File: config.mk
export PLATFORM = sky130hd
export DESIGN_NAME = rv32i_dmem_lsu
export DESIGN_NICKNAME = d
export VERILOG_FILES = /design/src/rtl/rv32i_dmem_lsu.sv
export SDC_FILE = /design/constraint.sdc
export NUM_CORES = 1
export LEC_CHECK = 0
export CAP_MARGIN = 10
export CELL_PAD_IN_SITES_DETAIL_PLACEMENT = 1
export CELL_PAD_IN_SITES_GLOBAL_PLACEMENT = 2
export CORE_MARGIN = 2
export CORE_UTILIZATION = 24
export CTS_BUF_LIST = sky130_fd_sc_hd__clkbuf_8 sky130_fd_sc_hd__clkbuf_16
export DETAILED_ROUTE_END_ITERATION = 8
export GPL_TIMING_DRIVEN = 0
export PLACE_DENSITY = 0.79
export SKIP_LAST_GASP = 1
export SYNTH_ARGS = -nofsm -noshare
export SYNTH_HDL_FRONTEND = slang
export SYNTH_SLANG_ARGS = --single-unit
File: constraint.sdc
create_clock -name clock -period 2.5 [get_ports clock]
set_input_delay 0.625 -clock clock [delete_from_list [all_inputs] [get_ports clock]]
set_output_delay 0.625 -clock clock [all_outputs]
set_load 0.01 [all_outputs]
File: src/rtl/rv32i_dmem_lsu.sv
// RV32I data-memory load/store unit driving a byte-wide synchronous RAM.
// Multi-byte accesses are serialised one byte per cycle, little-endian.
module rv32i_dmem_lsu #(
  parameter int unsigned AWIDTH = 11
) (
  input  logic              clock,
  input  logic              reset,
  input  logic              req_valid,
  output logic              req_ready,
  input  logic              req_we,
  input  logic [2:0]        req_funct3,
  input  logic [31:0]       req_addr,
  input  logic [31:0]       req_wdata,
  output logic              rsp_valid,
  output logic              rsp_err,
  output logic [31:0]       rsp_rdata,
  output logic [7:0]        ram_data,
  output logic              ram_wren,
  output logic [AWIDTH-1:0] ram_address,
  input  logic [7:0]        ram_q
);

  typedef enum logic [1:0] {StIdle, StAccess, StLast} state_e;

  state_e              state_q, state_d;
  logic [1:0]          cnt_q, cnt_d;
  logic                we_q;
  logic [2:0]          funct3_q;
  logic [AWIDTH-1:0]   addr_q;
  logic [31:0]         wdata_q;
  logic [31:0]         buf_q, buf_d;
  logic                rsp_valid_q, rsp_valid_d;
  logic                rsp_err_q, rsp_err_d;
  logic [31:0]         rsp_rdata_q, rsp_rdata_d;

  logic                accept;
  logic                req_err;
  logic [1:0]          last_idx;
  logic [1:0]          prev_idx;
  logic [31:0]         assembled;
  logic                unused_addr;

  // Upper address bits are ignored on purpose: the RAM aliases across them.
  assign unused_addr = ^req_addr[31:AWIDTH];

  assign req_ready = (state_q == StIdle);
  assign accept    = req_valid && req_ready;

  // Classify the incoming request as illegal before any RAM access.
  always_comb begin
    req_err = 1'b0;
    unique case (req_funct3)
      3'b011, 3'b110, 3'b111: req_err = 1'b1;
      default:                req_err = 1'b0;
    endcase
    if (req_we && req_funct3[2]) req_err = 1'b1;
    if ((req_funct3[1:0] == 2'b01) && req_addr[0]) req_err = 1'b1;
    if ((req_funct3[1:0] == 2'b10) && (req_addr[1:0] != 2'b00)) req_err = 1'b1;
  end

  // Index of the final byte of the registered access (N-1).
  always_comb begin
    unique case (funct3_q[1:0])
      2'b00:   last_idx = 2'd0;
      2'b01:   last_idx = 2'd1;
      default: last_idx = 2'd3;
    endcase
  end

  // RAM q lags the address by one cycle, so the byte arriving now belongs to cnt-1.
  assign prev_idx = cnt_q - 2'd1;

  // Merge the final byte straight from ram_q into the captured bytes.
  always_comb begin
    assembled = buf_q;
    assembled[8*last_idx +: 8] = ram_q;
  end

  // Next-state, byte capture and response generation.
  always_comb begin
    state_d     = state_q;
    cnt_d       = cnt_q;
    buf_d       = buf_q;
    rsp_valid_d = 1'b0;
    rsp_err_d   = 1'b0;
    rsp_rdata_d = 32'h0;
    unique case (state_q)
      StIdle: begin
        if (accept) begin
          if (req_err) begin
            rsp_valid_d = 1'b1;
            rsp_err_d   = 1'b1;
          end else begin
            state_d = StAccess;
            cnt_d   = 2'd0;
            buf_d   = 32'h0;
          end
        end
      end
      StAccess: begin
        if (cnt_q != 2'd0) buf_d[8*prev_idx +: 8] = ram_q;
        if (cnt_q == last_idx) begin
          if (we_q) begin
            state_d     = StIdle;
            rsp_valid_d = 1'b1;
          end else begin
            state_d = StLast;
          end
        end else begin
          cnt_d = cnt_q + 2'd1;
        end
      end
      StLast: begin
        state_d     = StIdle;
        rsp_valid_d = 1'b1;
        unique case (funct3_q)
          3'b000:  rsp_rdata_d = {{24{assembled[7]}}, assembled[7:0]};
          3'b001:  rsp_rdata_d = {{16{assembled[15]}}, assembled[15:0]};
          3'b100:  rsp_rdata_d = {24'h0, assembled[7:0]};
          3'b101:  rsp_rdata_d = {16'h0, assembled[15:0]};
          default: rsp_rdata_d = assembled;
        endcase
      end
      default: state_d = StIdle;
    endcase
  end

  // RAM port: only active during ACCESS, otherwise held at zero.
  always_comb begin
    ram_wren    = 1'b0;
    ram_data    = 8'h0;
    ram_address = '0;
    if (state_q == StAccess) begin
      ram_address = addr_q + AWIDTH'(cnt_q);
      ram_wren    = we_q;
      if (we_q) ram_data = wdata_q[8*cnt_q +: 8];
    end
  end

  assign rsp_valid = rsp_valid_q;
  assign rsp_err   = rsp_err_q;
  assign rsp_rdata = rsp_rdata_q;

  // State and request registers; request fields latch only on acceptance.
  always_ff @(posedge clock) begin
    if (reset) begin
      state_q     <= StIdle;
      cnt_q       <= 2'd0;
      we_q        <= 1'b0;
      funct3_q    <= 3'b000;
      addr_q      <= '0;
      wdata_q     <= 32'h0;
      buf_q       <= 32'h0;
      rsp_valid_q <= 1'b0;
      rsp_err_q   <= 1'b0;
      rsp_rdata_q <= 32'h0;
    end else begin
      state_q     <= state_d;
      cnt_q       <= cnt_d;
      buf_q       <= buf_d;
      rsp_valid_q <= rsp_valid_d;
      rsp_err_q   <= rsp_err_d;
      rsp_rdata_q <= rsp_rdata_d;
      if (accept) begin
        we_q     <= req_we;
        funct3_q <= req_funct3;
        addr_q   <= req_addr[AWIDTH-1:0];
        wdata_q  <= req_wdata;
      end
    end
  end

endmodule

==> flow_summary.ini <==
[global_routing]
grtUsageMet1 = 0.193
grt_use_total = 0.157
grt_max_degree = 21
grt_pass1_wl_microns = 24800
met2_usage = 0.277
grt_overflow_total = 0
use_met3 = 0.0423
grt.busiest_layer = met2
grt_pass1_vias = 4709
grt_antenna_before_repair = 0

[synthesis]
synth_nets = 630
ys_ff_latch = 109
synthFlopType = dfxtp_1
synth_cells = 544
seq_area_frac_synth = 0.471
synthDistinctLibCells = 47
yosys_warnings = 0
syn_area_per_cell_sq_um = 8.51
ys_async_sr_fraction = 0
synth-edff-count = 0
synth_area_sq_um = 4630

[placement]
placed_area_sq_um = 6070
numPortBuffers = 111
place_inst = 915
detailed_place_hpwl_microns = 11600
gp_congestion = 0.788

[final_layout]
fin_util = 0.352
final_cells = 947
final_area_sq_um = 6630
n_antenna_cell = 0
areaGrowthSynthToFinish_pct = 43.1
fin_nets = 768
drive_gt1_frac = 0.141

[power_and_ir_drop]
p_per_area_nw_per_um2 = 567
p_clk_frac = 0.386
switching_share = 0.274
p_int_mw = 2.73
p_seq_frac = 0.487
p_switching_mw = 1.03
power.total_mw = 3.75
max-vdd-ir-drop_uv = 377
leakage_nw = 2.39
power_frac_comb = 0.127

[clocking]
clock_latency_ns = 0.36
clockBufferDepth = 2
cts.clk_slew.worst_paths_ns = 0.08
cts_buffers = 9
root_buffer = clkbuf_16
holdBufCountCts = 0
clock-sinks = 109
htreeDepth = 3
cts_tree = yes

[detailed_routing]
drc = 0
drt_iter0_drc = 255
avgViaCountPerCell = 4.68
via_count = 4436
routed_wl_microns = 15900
postRouteAntennaNets = 0
wl_per_cell_microns = 16.8
dr.pass1.iters = 4

[critical_path]
cp.required_ns = 1.88
crit_path_end_kind = output pin
critPathKind = flop to output pin
startpoint_type = flop
crit_fanout = 5
crit_arrival_ns = 2.12

[sta]
slew_viol_final = 0
setup_viol = 10
fin_crit_sh = 1.10
rsz0062_at_grt = yes
skew_ns = 0.0139
max_slew_margin = 0.580
whs_ns = 0.445
fin_crit_ns = 2.74
setup_ws_ns = -0.244
hold_viol = 0
max_freq_mhz = 364
worstMarginPinSlew_ns = 0.626

[floorplanning]
num_io_pins = 134
die_h_microns = 143
core.rowCount = 50
start_util = 0.246
die_area_sq_um = 20400
fp.coreArea_sq_um = 18800
die_w_microns = 143

[hold_path]
hold_class = flop to flop

[outcome]
status = complete, but fails checks
violations = setup timing

[run]
maxCapViolCount = 0
==> critical path, cell delays in order, from the launching register on <==
cell	delay, ns
dfxtp_4	0.38
ha_4	0.14
inv_2	0.04
fa_2	0.39
nand2b_4	0.19
or3_4	0.35
a21oi_2	0.14
buf_2	0.14
==> routing by layer <==
metal  vias up  part of all wire
met3        17             0.052
met5         -                 0
met1      2125              0.43
met2       128              0.50
met4         0             0.014
li1       2166                 -
==> Yosys cell counts (2+ instances only) <==
| library cell | number | area, sq um |
|---|---|---|
| a21oi_1 | 74 | 370 |
| a221oi_1 | 8 | 70.1 |
| a22o_1 | 9 | 78.8 |
| a31oi_1 | 2 | 12.5 |
| and3_1 | 8 | 50.1 |
| buf_1 | 4 | 15.0 |
| buf_2 | 6 | 30.0 |
| buf_6 | 2 | 22.5 |
| clkbuf_1 | 30 | 113 |
| dfxtp_1 | 109 | 2180 |
| ha_1 | 6 | 75.1 |
| inv_1 | 18 | 67.6 |
| mux4_2 | 8 | 180 |
| nand2_1 | 139 | 522 |
| nand2b_1 | 2 | 12.5 |
| nand3_1 | 6 | 30.0 |
| nand3b_1 | 2 | 15.0 |
| nor2_1 | 21 | 78.8 |
| nor2b_1 | 2 | 12.5 |
| nor3_1 | 3 | 15.0 |
| nor3b_1 | 9 | 67.6 |
| nor4_1 | 3 | 18.8 |
| nor4b_1 | 3 | 26.3 |
| o211ai_1 | 9 | 67.6 |
| o21ai_0 | 11 | 55.1 |
| o31ai_1 | 16 | 120 |
| or4b_1 | 8 | 80.1 |
| xnor2_1 | 6 | 52.6 |
| xor2_1 | 2 | 17.5 |
==> per-stage QoR <==
step / setup TNS (ns) / worst slack [ns]
2_1_floorplan: 0 / 0.00828
3_3_place_gp: -10.17 / -0.800
3_5_place_dp: -13.14 / -0.849
4_1_cts: -1.62 / -0.255
5_1_grt: -1.87 / -0.319
6_report: -1.04 / -0.244
==> power by group through the flow <==
stage	logic [mW]	registers [mW]	clock network, mW
3_5_place_dp	0.459	1.87	0
6_report	0.478	1.83	1.45
5_1_grt	0.529	1.84	1.56
2_1_floorplan	0.238	1.86	0
4_1_cts	0.471	1.83	1.49
3_3_place_gp	0.446	1.87	0
==> flip-flops by register name, summed over array words and instances, names as in the netlist <==
signal     cells
state_q        2
addr_q        11
cnt_q          2
we_q           1
rsp_err        1
buf_q         24
funct3_q       3
wdata_q       32
rsp_rdata     32
rsp_valid      1
==> cell families after synthesis <==
| family | after synthesis | share of synthesized area |
|---|---|---|
| mux | 8 | 0.0389 |
| fa+ha+maj | 7 | 0.0205 |
| buf+inv | 61 | 0.0551 |
| flops | 109 | 0.471 |
| simple gates | 214 | 0.215 |
| compound gates | 137 | 0.184 |
| xor+xnor | 8 | 0.0151 |
==> timing repair <==
action                                 CTS  global route
endpoints found under the hold margin    0             0
cloned                                   0             0
pin swaps                                7             7
gates resized for setup                 72            39
setup endpoints to repair               36            31
setup buffers                            8             9
==> final cells by class <==
cell class	instances	area (sq um)
Inverter	18	71.3
Timing Repair Buffer	127	1150
Clock inverter	6	61.3
Sequential cell	109	2190
Clock buffer	10	239
Fill cell	2202	12200
Buffer	43	248
Tap cell	260	325
Multi-Input combinational cell	374	2340
==> path summary, 6_finish.rpt <==
path / start / to / slack (ns) / cells after the start
setup / recovery: cnt_q[0] / ram_address[6] / -0.24 / 7
hold reg to reg: we_q / state_q[1] / 0.44 / 1
hold / removal: we_q / state_q[1] / 0.44 / 1
setup reg to reg: cnt_q[1] / buf_q[14] / 0.11 / 9
==> cells in the final DEF, fill, tap and decap left out, drive strengths merged, types with 4 or more instances in the layout <==
cell and n:
nor2 21, nand3 6, o21ai 11, nor3 4, a221oi 9, xnor2 6
nor3b 10, buf 34, dfxtp 109, ha 6, a22o 9, inv 20
clkdlybuf4s50 91, and3 8, o31ai 16, clkbuf 52, o211ai 9, or4b 8
a21oi 75, nand2 139, mux4 8
(Power assumes the default switching activity.)
